$ cat src/rtl/crop_job_sequencer.sv
// Job sequencer for the crop flow: parses and validates the BMP header, then runs
// the bounding-box engine and the writer in turn. Optional watchdog: CROP_TIMEOUT_EN.
module crop_job_sequencer #(
    parameter int ADDR_W         = 16,
    parameter int DIM_W          = 12,
    parameter int TIMEOUT_CYCLES = 2000000
) (
    input  logic              CLOCK_50,
    input  logic              rst,
    input  logic              start,
    output logic [ADDR_W-1:0] rd_addr,
    input  logic [7:0]        rd_data,
    output logic [DIM_W-1:0]  img_width,
    output logic [DIM_W-1:0]  img_height,
    output logic [ADDR_W-1:0] data_offset,
    output logic [ADDR_W-1:0] row_stride,
    output logic              bbox_start,
    input  logic              bbox_done,
    output logic              wr_start,
    input  logic              wr_done,
    output logic              busy,
    output logic              done,
    output logic              err
);

    localparam int SW = ADDR_W + 2;

    typedef enum logic [3:0] {
        IDLE,
        HDR,
        CHECK,
        BBOX_GO,
        BBOX_WAIT,
        WR_GO,
        WR_WAIT,
        DONE,
        ERR
    } state_t;

    state_t state, next_state;

    logic [4:0]    k;
    logic [4:0]    byte_idx;
    logic [15:0]   sig;
    logic [31:0]   offset_f;
    logic [31:0]   width_f;
    logic [31:0]   height_f;
    logic [15:0]   bpp;
    logic [SW-1:0] stride_full;
    logic          header_ok;
    logic          wd_expired;
    logic [31:0]   wd_count;

    // Row bytes padded up to a multiple of four, with two guard bits to detect overflow.
    assign stride_full = (SW'(width_f) * SW'(3) + SW'(3)) & ~SW'(3);

    assign header_ok = (sig == 16'h4D42) && (bpp == 16'd24)
                    && (width_f != 32'd0) && (height_f != 32'd0)
                    && ((width_f >> DIM_W) == 32'd0)
                    && ((height_f >> DIM_W) == 32'd0)
                    && ((offset_f >> ADDR_W) == 32'd0)
                    && ((stride_full >> ADDR_W) == SW'(0));

`ifdef CROP_TIMEOUT_EN
    localparam bit WD_EN = 1'b1;

    always_ff @(posedge CLOCK_50 or posedge rst) begin
        if (rst) begin
            wd_count <= 32'd0;
        end else if (state == BBOX_GO || state == WR_GO) begin
            wd_count <= 32'd0;
        end else if (state == BBOX_WAIT || state == WR_WAIT) begin
            wd_count <= wd_count + 32'd1;
        end
    end
`else
    localparam bit WD_EN = 1'b0;

    assign wd_count = 32'd0;
`endif

    // Fires on the last waiting cycle so err rises exactly TIMEOUT_CYCLES after entry.
    assign wd_expired = WD_EN && (wd_count == 32'(TIMEOUT_CYCLES - 1));

    always_ff @(posedge CLOCK_50 or posedge rst) begin
        if (rst) begin
            state <= IDLE;
        end else begin
            state <= next_state;
        end
    end

    always_comb begin
        next_state = state;
        case (state)
            IDLE, DONE, ERR: if (start) next_state = HDR;
            HDR:             if (k == 5'd30) next_state = CHECK;
            CHECK:           next_state = header_ok ? BBOX_GO : ERR;
            BBOX_GO:         next_state = BBOX_WAIT;
            BBOX_WAIT: begin
                if (bbox_done)       next_state = WR_GO;
                else if (wd_expired) next_state = ERR;
            end
            WR_GO:           next_state = WR_WAIT;
            WR_WAIT: begin
                if (wr_done)         next_state = DONE;
                else if (wd_expired) next_state = ERR;
            end
            default:         next_state = IDLE;
        endcase
    end

    // Read data lags the address by one cycle, so cycle k carries header byte k-1.
    assign byte_idx = k - 5'd1;

    always_ff @(posedge CLOCK_50 or posedge rst) begin
        if (rst) begin
            k        <= 5'd0;
            sig      <= 16'd0;
            offset_f <= 32'd0;
            width_f  <= 32'd0;
            height_f <= 32'd0;
            bpp      <= 16'd0;
        end else if ((state == IDLE || state == DONE || state == ERR) && start) begin
            k <= 5'd0;
        end else if (state == HDR) begin
            k <= k + 5'd1;
            if (k != 5'd0) begin
                case (byte_idx)
                    5'd0:  sig[7:0]        <= rd_data;
                    5'd1:  sig[15:8]       <= rd_data;
                    5'd10: offset_f[7:0]   <= rd_data;
                    5'd11: offset_f[15:8]  <= rd_data;
                    5'd12: offset_f[23:16] <= rd_data;
                    5'd13: offset_f[31:24] <= rd_data;
                    5'd18: width_f[7:0]    <= rd_data;
                    5'd19: width_f[15:8]   <= rd_data;
                    5'd20: width_f[23:16]  <= rd_data;
                    5'd21: width_f[31:24]  <= rd_data;
                    5'd22: height_f[7:0]   <= rd_data;
                    5'd23: height_f[15:8]  <= rd_data;
                    5'd24: height_f[23:16] <= rd_data;
                    5'd25: height_f[31:24] <= rd_data;
                    5'd28: bpp[7:0]        <= rd_data;
                    5'd29: bpp[15:8]       <= rd_data;
                    default: ;
                endcase
            end
        end
    end

    // Geometry is only published by a header that passed; a rejected one leaves it alone.
    always_ff @(posedge CLOCK_50 or posedge rst) begin
        if (rst) begin
            img_width   <= '0;
            img_height  <= '0;
            data_offset <= '0;
            row_stride  <= '0;
        end else if (state == CHECK && header_ok) begin
            img_width   <= width_f[DIM_W-1:0];
            img_height  <= height_f[DIM_W-1:0];
            data_offset <= offset_f[ADDR_W-1:0];
            row_stride  <= stride_full[ADDR_W-1:0];
        end
    end

    always_ff @(posedge CLOCK_50 or posedge rst) begin
        if (rst) begin
            done <= 1'b0;
            err  <= 1'b0;
        end else begin
            done <= (next_state == DONE);
            err  <= (next_state == ERR);
        end
    end

    assign rd_addr    = (state == HDR && k < 5'd30) ? ADDR_W'(k) : '0;
    assign bbox_start = (state == BBOX_GO);
    assign wr_start   = (state == WR_GO);
    assign busy       = !(state == IDLE || state == DONE || state == ERR);

endmodule

$ cat config.mk
export PLATFORM = sky130hd
export DESIGN_NAME = crop_job_sequencer
export DESIGN_NICKNAME = d
export VERILOG_FILES = /design/src/rtl/crop_job_sequencer.sv
export SDC_FILE = /design/constraint.sdc
export NUM_CORES = 1
export LEC_CHECK = 0
export CAP_MARGIN = 0
export CORE_MARGIN = 8
export CORE_UTILIZATION = 40
export CTS_CLUSTER_DIAMETER = 60
export DETAILED_ROUTE_END_ITERATION = 8
export PLACE_DENSITY = 0.65
export SYNTH_ARGS = -nofsm -noshare
export SYNTH_HDL_FRONTEND = slang
export SYNTH_SLANG_ARGS = --single-unit
$ cat constraint.sdc
create_clock -name CLOCK_50 -period 8.2 [get_ports CLOCK_50]
set_clock_uncertainty 0.15 [all_clocks]
set_input_delay 0.82 -clock CLOCK_50 [delete_from_list [all_inputs] [get_ports CLOCK_50]]
set_output_delay 0.82 -clock CLOCK_50 [all_outputs]
set_load 0.01 [all_outputs]
# --- Word-level counts from Yosys, hierarchy flattened ---
# Index checks and enable logic that the tools add are counted.
classes:
  n_addsub: 3
  n_mul: 1
  n_lt_le_gt_ge: 1
  eq_ne: 28
  n_mux: 9
  n_bitwise: 1
  reduce_logical: 40
op_table:
  columns: ["op", "count"]
  rows:
  - ["$logic_not A32 Y1", 3]
  - ["$reduce_and A4 Y1", 16]
  - ["$reduce_bool A32 Y1", 2]
  - ["$eq A5 B5 Y1 const B", 11]
  - ["$pmux W4 S7", 1]
  - ["$eq A4 B3 Y1 const B", 5]
  - ["$eq A5 B4 Y1 const B", 4]
  - ["$mux W4", 5]
  - ["$add A18 B2 Y18 const B", 1]
  - ["$logic_not A18 Y1", 1]
  - ["$mul A18 B2 Y18 const B", 1]
  - ["$eq A16 B15 Y1 const B", 1]
  - ["$eq A16 B5 Y1 const B", 1]
  - ["$mux W5", 3]
  - ["$logic_and A1 B1 Y1", 10]
  - ["$eq A4 B2 Y1 const B", 2]
  - ["$eq A4 B4 Y1 const B", 2]
  - ["$add A5 B1 Y5 const B", 1]
  - ["$eq A5 B1 Y1 const B", 1]
  - ["$logic_not A5 Y1", 1]
  - ["$lt A5 B5 Y1 const B", 1]
  - ["$reduce_bool A5 Y1", 1]
  - ["$sub A5 B1 Y5 const B", 1]
  - ["$eq A4 B1 Y1 const B", 1]
  - ["other kinds (6)", 7]
totals:
  reg_bits: 193
  in_bits: 13
  out_inout_bits: 77
  word_cells: 107

# --- Depth between registers and ports, before layout ---
# Gate-level depths: netlist of run 1.
depth:
  word_depth: 11
  ltp_mapped: 12
  mapped_depth_nobuf: 10

# --- Least setup slack after synthesis of run 1 ---
# Ideal clock, no wire load.
synth_path:
  path_kind: "register to register"
  startpoint: "register width_f[2]"
  endpoint: "register data_offset[0]"
  arrival_ns: 3.006
  required_time_ns: 7.925
  setup_slack_ns: 4.919
  stages_incl_launch_ff: 13
  n_path_buf: 2
  path_cell_list: "dfrtp_1 -> inv_1 -> ha_1 -> ha_1 -> a21oi_1 -> a2111oi_2 -> o2111ai_1 -> a31oi_1 -> xor2_1 -> nor4_2 -> buf_6 -> buf_6 -> mux2_2"
synth_via:
  elab_chain_len: 8
  word_cells_on_any_way: 11
synth_rtl:
  columns: ["item", "line_no", "source"]
  rows:
  - ["start, declared", "46", "logic [31:0] width_f;"]
  - ["start signal, assigned", "136", "5'd18: width_f[7:0] <= rd_data;"]
  - ["parallel branches: the longest is 6 deep, another holds $mul A18 B2 Y18", null, null]
  - ["$logic_and A1 B1 Y1 (*)", "62", "&& ((stride_full >> ADDR_W) == SW'(0));"]
  - ["$logic_and A1 B1 Y1 (*)", "159", "end else if (state == CHECK && header_ok) begin"]
  - ["end signal, assigned", "162", "data_offset <= offset_f[ADDR_W-1:0];"]
  - ["end, declared", "15", "output logic [ADDR_W-1:0] data_offset,"]
# Mark *: on every way between the ends.
# A chain may end at the register's enable or synchronous reset.

# --- Worst setup path in the final report of run 1 ---
layout_path:
  startpoint: "register width_f[2]"
  endpoint: "register data_offset[14]"
# The elaborated chain is that of the path after synthesis.

==> summary.md, run 1 <==
| Metric | Value |
|---|---|
| P_leak | 4.85 nW |
| Die X | 166 µm |
| Fmax | 267 MHz |
| Kind of cell adding the most delay to the critical path | compound AO/OA/AOI/OAI gates |
| Max Fanout on Critical Path | 35 |
| Most frequent CP cell | ha_1 |
| Nets | 819 |
| Syn avg cell area | 13.1 µm² |
| Required @ worst endpoint | 8.36 ns |
| Clock Power Share | 0.208 |
| Via/cell ratio | 5.16 |
| Final period util | 0.458 |
| Sw Share | 0.361 |
| WHS | 0.348 ns |
| EDFF count, synth | 0 |
| Fin crit period | 3.75 ns |
| Synthesized cell area | 9060 µm² |
| RSZ-0062 raised after global routing | no |
| Multiplexer share of the synthesized area | 0.227 |
| Vias in the first global route | 5679 |
| Post-CTS sizing | 0 |
| Post-Layout Cell Count | 1058 |
| Clock sinks | 193 |
| Synthesis-to-finish area growth | 16.6% |
| Post-synthesis sequential area ratio | 0.533 |
| Total GRT Usage | 0.140 |
| Clock Latency Late Sink | 0.42 ns |
| Global route overflow | 0 |
| Ant diodes | 0 |
| #FFs+latches synth | 193 |
| Power Dens Cells | 358 nW/µm² |
| Synth top area cells | dfrtp_1 (53%), mux2_2 (23%), ha_1 (6.2%), xnor2_1 (1.5%), nor4_1 (1.1%) |
| Arrival time at the worst endpoint | 3.91 ns |
| Synth Area in XOR/XNOR | 0.0213 |
| CP Capture Type | flop |
| CP Cell Sequence | inv_1 > ha_1 > ha_1 > nand4_1 > a2111oi_2 > o2111ai_1 > a31oi_1 > xor2_1 > nor4_4 > buf_4 > mux2_2 |
| Post-route antenna net violation count | 0 |
| GPL Wtd Cong | 0.794 |
| Setup Fix Bufs, Post-CTS | 0 |
| Setup-failing EPs final | 0 |
| Initial Util | 0.404 |
| Slowest CP cell | dfrtp_1 |
| Worst setup SP type | flop |
| Slew margin rel. | 0.368 |
| Max Cap Viol | 0 |
| Pwr Total | 3.78 mW |
| Die area | 27700 µm² |
| DRT iter0 DRCs | 288 |
| Min-Delay Path Class | flop to flop |
| Synth top area share | 0.533 |
| Layout cell share with drive strength beyond 1 | 0.288 |
| Max Buffers Root-to-Sink | 2 |
| Crit Path Class | flop to flop |
| Setup tns final | 0 ns |
| CTS root buf | clkbuf_16 |
| H-tree Lvls | 4 |
| Hold violation count in the final report | 0 |
| Die Ht | 166 µm |
| Antenna violations before repair | 0 |
| Number of port buffers | 76 |
| Core Box Area | 22400 µm² |
| Logic pwr share | 0.399 |
| Slew at the pin closest to its max-slew limit | 0.945 ns |
| Ys Warns | 0 |
| Internal Pwr Total | 2.42 mW |
| # fillers | 2060 |
| Complex-gate fraction of the synthesized area | 0.0392 |
| Distinct cells, synth | 48 |
| Synth Area in Simple Gates | 0.0772 |
| CTS tree | yes |
| Largest family of logic cells by synthesized area | multiplexers |
| Critical Path Max Stage Delay | 0.45 ns |
| Post-CTS Hold Buffers | 0 |
| Largest net degree at the start of global routing | 84 |
| IO Pins | 90 |
| Buf+Inv Stages, Crit Path | 2 |
| Sw power | 1.37 mW |
| Rows | 55 |
| Cts bufs inserted | 17 |
| VDD IR-drop max | 0.188 mV |
| First-pass GRT wire length | 31.5 mm |
| Final HPWL DP | 12.7 mm |
| Syn Inst Count | 693 |
| Adder-cell share of the synthesized area | 0.0622 |
| DR WL/cell | 17.8 µm |
| Clk slew on worst S/H paths | 0.07 ns |
| Via count | 5461 |
| Drt drc | 0 |
| Post-synth top area cell | dfrtp_1 |
| Status | finished, final reports clean |
| DP Area | 10000 µm² |
| Pre-Repair DR Iteration Count | 5 |
| Seq pwr share | 0.393 |
| Wirelength, routed | 18.9 mm |
| Final instance area | 10600 µm² |
| Pins Over Slew Limit | 0 |
| Primary FF master, synth | dfrtp_1 |
| Post-placement cell count | 1027 |
| Async S/R FF share, synth | 1.00 |
[placed cells by master (no fill, tap or decap), drive strengths merged, types with 2 or more instances in the layout]
master	Yosys	layout
a2111oi	2	2
a211oi	6	6
a21o	2	2
a21oi	18	18
a31oi	5	5
and2	9	9
and3	6	6
buf	27	4
clkbuf	16	19
clkdlybuf4s50	0	76
clkinv	0	6
clkinvlp	0	4
conb	1	13
dfrtp	193	193
ha	45	45
inv	25	26
mux2	182	182
nand2	22	22
nand2b	5	5
nand3	11	11
nand4	11	11
nor2	18	18
nor2b	3	3
nor3	8	8
nor4	17	17
nor4b	6	6
o21ai	11	11
o22ai	2	2
o31ai	3	3
o41ai	2	2
or3	4	4
xnor2	16	16
xor2	6	6
[worst paths after layout]
path	startpoint	to	slack (ns)	cells past startpoint
worst max-delay path	width_f[2]	data_offset[14]	4.45	11
worst min-delay path	sig[7]	sig[7]	0.35	1
worst max register to register	width_f[2]	data_offset[14]	4.45	11
worst min register to register	sig[7]	sig[7]	0.35	1
max in group asynchronous	rst	height_f[19]	5.90	3
min in group asynchronous	rst	width_f[1]	0.72	2
[metrics by stage]
step	util	setup slack (ns)
after floorplan	-	1.97
after global placement	0.446	4.54
after detailed placement	0.446	4.46
after CTS	0.471	4.45
after global routing	0.471	4.15
final	0.471	4.45
[state kept, by name, indices dropped and copies added, names as in the netlist]
register / count
data_offset: 16
err: 1
row_stride: 14
img_width: 12
state: 4
img_height: 12
offset_f: 32
done: 1
height_f: 32
k: 5
sig: 16
width_f: 32
bpp: 16
[cell usage after synthesis (11+ instances only)]
cell	instances
nand4_1	11
nor4_1	16
clkbuf_1	16
ha_1	45
mux2_2	182
nor2_1	18
nand2_1	22
buf_4	13
nand3_1	11
inv_1	25
xnor2_1	16
dfrtp_1	193
a21oi_1	17
[power groups by stage]
stage                     sequential (mW)  combinational (mW)  clock [mW]
after detailed placement             1.50                1.52           0
final                                1.49                1.51       0.786
after global routing                 1.53                1.71       0.839
after CTS                            1.49                1.53       0.803
after global placement               1.49                1.50           0
after floorplan                      1.41                1.24           0
[worst register-to-register path, delay by kind of cell, from the launching register on]
kind                     cells  cell delay, ns
AO/OA/AOI/OAI                3            0.86
adder cells (fa/ha/maj)      2            0.66
buffers and inverters        2            0.52
AND/OR/NAND/NOR              2            0.46
flip-flops                   1            0.45
multiplexers                 1            0.41
XOR/XNOR                     1            0.15
[cell families (layout without fill, tap and decap cells)]
group | after synthesis | count (layout)
compound gates | 55 | 55
xor+xnor | 22 | 22
fa+ha+maj | 45 | 45
buf+inv | 68 | 136
flops | 193 | 193
mux | 183 | 183
other cells | 1 | 13
simple gates | 126 | 126
[area by class of cell]
cell class	instances	area, µm²	share of cell area
Clock buffer	19	443	0.0420
Clock inverter	12	110	0.0104
Inverter	25	98.8	0.00936
Multi-Input combinational cell	444	3930	0.372
Sequential cell	193	4830	0.458
Tap cell	285	357	0.0338
Timing Repair Buffer	80	791	0.0749
[metal layers]
metal | global-route usage | vias to the layer above | routed length (µm)
li1 | - | 2585 | -
met1 | 0.194 | 2768 | 9460
met2 | 0.218 | 91 | 8550
met3 | 0.0324 | 17 | 670
met4 | 0.0372 | 0 | 199
met5 | 0 | - | 0
Note: power is estimated with default switching activity, not from simulation.
==> run 2: changes to the inputs <==
- clock period: 8.2 -> 3.5 ns (I/O delays scaled with it)
==> summary.md, run 2 (synthesis gave the netlist of run 1 again) <==
| Metric | Value |
|---|---|
| Status | finished, final reports clean |
| Arrival time at the worst endpoint | 3.61 ns |
| Core Box Area | 22400 µm² |
| Layout cell share with drive strength beyond 1 | 0.334 |
| VDD IR-drop max | 0.455 mV |
| Max Buffers Root-to-Sink | 2 |
| Rows | 55 |
| Setup ws final | 0.0427 ns |
| Via/cell ratio | 5.21 |
| Pre-Repair DR Iteration Count | 5 |
| Required @ worst endpoint | 3.66 ns |
| Vias in the first global route | 5853 |
| Initial Util | 0.404 |
| Ant diodes | 0 |
| Global route overflow | 0 |
| Nets | 846 |
| DRT iter0 DRCs | 262 |
| # fillers | 1990 |
| Power Dens Cells | 866 nW/µm² |
| Post-place setup slack | 0.0419 ns |
| Min-Delay Path Class | input port to async pin |
| Wirelength, routed | 20.0 mm |
| Reg-to-reg startpoint | width_f[2] |
| H-tree Lvls | 4 |
| Post-route antenna net violation count | 0 |
| Post-Layout Cell Count | 1084 |
| CTS tree | yes |
| Commonest non-fill, non-tap cell in the layout | dfrtp_1 |
| RSZ-0062 raised after global routing | yes |
| Die X | 166 µm |
| IO Pins | 90 |
| Via count | 5645 |
| Largest net degree at the start of global routing | 76 |
| P_leak | 5.04 nW |
| Max Cap Viol | 0 |
| Setup tns final | 0 ns |
| Clock sinks | 193 |
| Slew at the pin closest to its max-slew limit | 0.957 ns |
| Pins Over Slew Limit | 0 |
| DR WL/cell | 18.4 µm |
| Total GRT Usage | 0.145 |
| Post-CTS Hold Buffers | 0 |
| Die Ht | 166 µm |
| Number of port buffers | 76 |
| DP Area | 10200 µm² |
| GPL Wtd Cong | 0.797 |
| Worst Setup SP | width_f[2] |
| CTS root buf | clkbuf_16 |
| Fmax | 289 MHz |
| Max Fanout on Critical Path | 8 |
| Final instance area | 11000 µm² |
| Cts bufs inserted | 17 |
| Synthesis-to-finish area growth | 21.6% |
| Die area | 27700 µm² |
| Final HPWL DP | 13.1 mm |
| Biggest regs | height_f (32), offset_f (32), width_f (32) |
| Worst setup SP type | flop |
| CP Capture Type | flop |
| Crit Path Class | flop to flop |
| Multi-input gate area | 4040 µm² |
| Slew margin rel. | 0.360 |
| Most frequent cells in the layout | dfrtp_1 (188), mux2_2 (181), clkdlybuf4s50_1 (76), ha_1 (40), inv_1 (23) |
| Antenna violations before repair | 0 |
| Register area | 4840 µm² |
| First-pass GRT wire length | 32.7 mm |
| Setup-failing EPs final | 0 |
| Post-placement cell count | 1044 |
| Final period util | 0.988 |
| Drt drc | 0 |
| Fin crit period | 3.46 ns |
| Clk slew on worst S/H paths | 0.07 ns |
| Clock Latency Late Sink | 0.43 ns |
| Hold violation count in the final report | 0 |
-- run 2: worst paths after layout --
| check | endpoint | slack (ns) | cells after the start |
|---|---|---|---|
| max | img_width[11] | 0.04 | 12 |
| min | img_height[9] | 0.14 | 2 |
| max reg2reg | img_width[11] | 0.04 | 12 |
| min reg2reg | sig[6] | 0.36 | 1 |
| max in group asynchronous | width_f[11] | 2.31 | 3 |
| min in group CLOCK_50 | sig[6] | 0.36 | 1 |
-- run 2: power breakdown --
group	leakage (nW)	total (mW)	switching, mW	internal (mW)
logic	2.25	4.17	2.09	2.08
clock network	0.282	1.89	0.873	1.01
registers	2.51	3.47	0.524	2.95
-- run 2: cell type report --
class / instances / area share
Sequential cell: 193 / 0.439
Clock inverter: 12 / 0.0112
Clock buffer: 18 / 0.0399
Tap cell: 285 / 0.0324
Multi-Input combinational cell: 444 / 0.367
Timing Repair Buffer: 107 / 0.102
Inverter: 25 / 0.00886
-- run 2: per-stage QoR --
stage | hold WS (ns) | power (mW) | util
2_1_floorplan | 0.320 | 6.21 | -
3_3_place_gp | 0.330 | 7.25 | 0.454
3_5_place_dp | 0.338 | 7.30 | 0.454
4_1_cts | 0.130 | 9.23 | 0.479
5_1_grt | 0.142 | 10.3 | 0.491
6_report | 0.136 | 9.53 | 0.491
-- run 2: layer usage --
layer | up-vias | GRT usage | routed length, µm
li1 | 2658 | - | -
met1 | 2871 | 0.203 | 9870
met2 | 104 | 0.224 | 9210
met3 | 12 | 0.0350 | 763
met4 | 0 | 0.0337 | 132
met5 | - | 0 | 0
-- run 2: what timing repair did --
action	4_1_cts	5_1_grt
resized for setup	0	23
buffers inserted	0	6
setup endpoints to repair	0	54
-- run 2: critical path, cell delays in order (launching register included) --
cell	delay [ns]
dfrtp_2	0.45
buf_4	0.16
ha_1	0.20
ha_1	0.32
nand2_2	0.09
a2111oi_4	0.38
o2111ai_2	0.16
a31oi_1	0.19
xor2_1	0.14
nor4_4	0.35
buf_6	0.23
clkbuf_16	0.18
mux2_2	0.33
==> run 3: changes to the inputs <==
- CORE_MARGIN: 8 -> 2
- CORE_UTILIZATION: 40 -> 57
- PLACE_DENSITY: 0.65 -> 0.86
==> summary.md, run 3 (synthesis gave the netlist of run 1 again) <==
| Metric | Value |
|---|---|
| # fillers | 958 |
| Power Dens Cells | 891 nW/µm² |
| Slew at the pin closest to its max-slew limit | 0.965 ns |
| CTS tree | yes |
| WHS | 0.290 ns |
| Total GRT Usage | 0.259 |
| Nets | 845 |
| VDD IR-drop max | 0.480 mV |
| Post-CTS Hold Buffers | 0 |
| Post-route antenna net violation count | 0 |
| Vias in the first global route | 6309 |
| Violated checks | negative setup slack |
| Core Box Area | 15700 µm² |
| Clk slew on worst S/H paths | 0.07 ns |
| Drt drc | 0 |
| Final instance area | 11200 µm² |
| Setup-failing EPs final | 28 |
| Wirelength, routed | 22.4 mm |
| CP Capture Type | flop |
| Crit Path Class | flop to flop |
| Final HPWL DP | 13.2 mm |
| Arrival time at the worst endpoint | 3.72 ns |
| CTS root buf | clkbuf_16 |
| Number of port buffers | 76 |
| Via/cell ratio | 6.07 |
| Multi-input gate area | 4290 µm² |
| Initial Util | 0.576 |
| Pins Over Slew Limit | 0 |
| Clock Latency Late Sink | 0.44 ns |
| Slew margin rel. | 0.355 |
| Cts bufs inserted | 17 |
| Pre-Repair DR Iteration Count | 5 |
| Die Ht | 130 µm |
| IO Pins | 90 |
| Clock sinks | 193 |
| Synthesis-to-finish area growth | 23.9% |
| DR WL/cell | 22.1 µm |
| Worst setup SP type | flop |
| Layout cell share with drive strength beyond 1 | 0.333 |
| Max Buffers Root-to-Sink | 2 |
| Required @ worst endpoint | 3.67 ns |
| Ant diodes | 0 |
| H-tree Lvls | 4 |
| DRT iter0 DRCs | 446 |
| Commonest non-fill, non-tap cell in the layout | dfrtp_1 |
| Most frequent cells in the layout | dfrtp_1 (191), mux2_2 (128), clkdlybuf4s50_1 (76), mux2_4 (54), ha_1 (38) |
| GPL Wtd Cong | 0.929 |
| Min-Delay Path Class | input port to async pin |
| Die X | 130 µm |
| Setup ws final | -0.0481 ns |
| Register area | 4830 µm² |
| Largest net degree at the start of global routing | 60 |
| First-pass GRT wire length | 33.2 mm |
| Biggest regs | height_f (32), offset_f (32), width_f (32) |
| Pwr Total | 9.99 mW |
| DP Area | 10000 µm² |
| Fmax | 282 MHz |
| Hold violation count in the final report | 0 |
| Rows | 46 |
| Die area | 16900 µm² |
| Via count | 6155 |
| Status | finished with violations |
| Final period util | 1.01 |
| Final core utilization | 0.714 |
| Fin crit period | 3.55 ns |
| Antenna violations before repair | 0 |
| RSZ-0062 raised after global routing | yes |
| Global route overflow | 0 |
| P_leak | 5.08 nW |
| Max Cap Viol | 0 |
| Max Fanout on Critical Path | 6 |
==> run 3: worst paths after layout <==
path,from,to,slack [ns],cells after the start
max,width_f[1],row_stride[3],-0.05,11
min,rst,img_height[10],0.29,2
max reg2reg,width_f[1],row_stride[3],-0.05,11
min reg2reg,sig[6],sig[6],0.36,1
max in group asynchronous,rst,width_f[20],2.16,3
min in group CLOCK_50,sig[6],sig[6],0.36,1
==> run 3: power breakdown <==
part	total [mW]	internal [mW]	switching, mW
combinational	4.62	2.17	2.45
clock	1.84	1.01	0.832
sequential	3.53	2.95	0.583
total	9.99	6.13	3.87
==> run 3: critical path: stages (launching register included) <==
cell and delay [ns]:
dfrtp_2 0.44, or2_4 0.26, ha_4 0.27, nand4_1 0.20, a2111oi_4 0.46, o2111ai_2 0.23
a31oi_4 0.24, xor2_2 0.11, nor4_4 0.31, buf_6 0.24, clkbuf_16 0.20, mux2_4 0.30
==> run 3: timing repair <==
| item | in CTS | in global routing |
|---|---|---|
| resized for setup | 14 | 70 |
| cloned | 2 | 6 |
| pin swaps | 6 | 8 |
| setup buffers | 9 | 3 |
| setup endpoints to repair | 54 | 54 |
==> run 3: area by class of cell <==
type / count / share of cell area
timing repair buffer: 106 / 0.106
tap: 216 / 0.0241
sequential: 193 / 0.431
clock inverter: 9 / 0.00769
clock buffer: 21 / 0.0410
multi-input combinational: 444 / 0.382
inverter: 25 / 0.00870
==> run 3: per-stage QoR <==
step	instances	TNS, ns	setup WS [ns]
2_1_floorplan	705	0	0.219
3_3_place_gp	964	0	0.124
3_5_place_dp	964	-9.87	-0.200
4_1_cts	1005	0	0.00934
5_1_grt	1014	-6.54	-0.177
6_report	1014	-0.576	-0.0481
==> run 3: metal layers <==
| metal | vias to the layer above | global-route usage | wire (µm) |
|---|---|---|---|
| li1 | 2648 | - | - |
| met1 | 3207 | 0.335 | 9580 |
| met3 | 66 | 0.0541 | 1010 |
| met5 | - | 0 | 0 |
| met4 | 0 | 0.101 | 701 |
| met2 | 234 | 0.432 | 11100 |
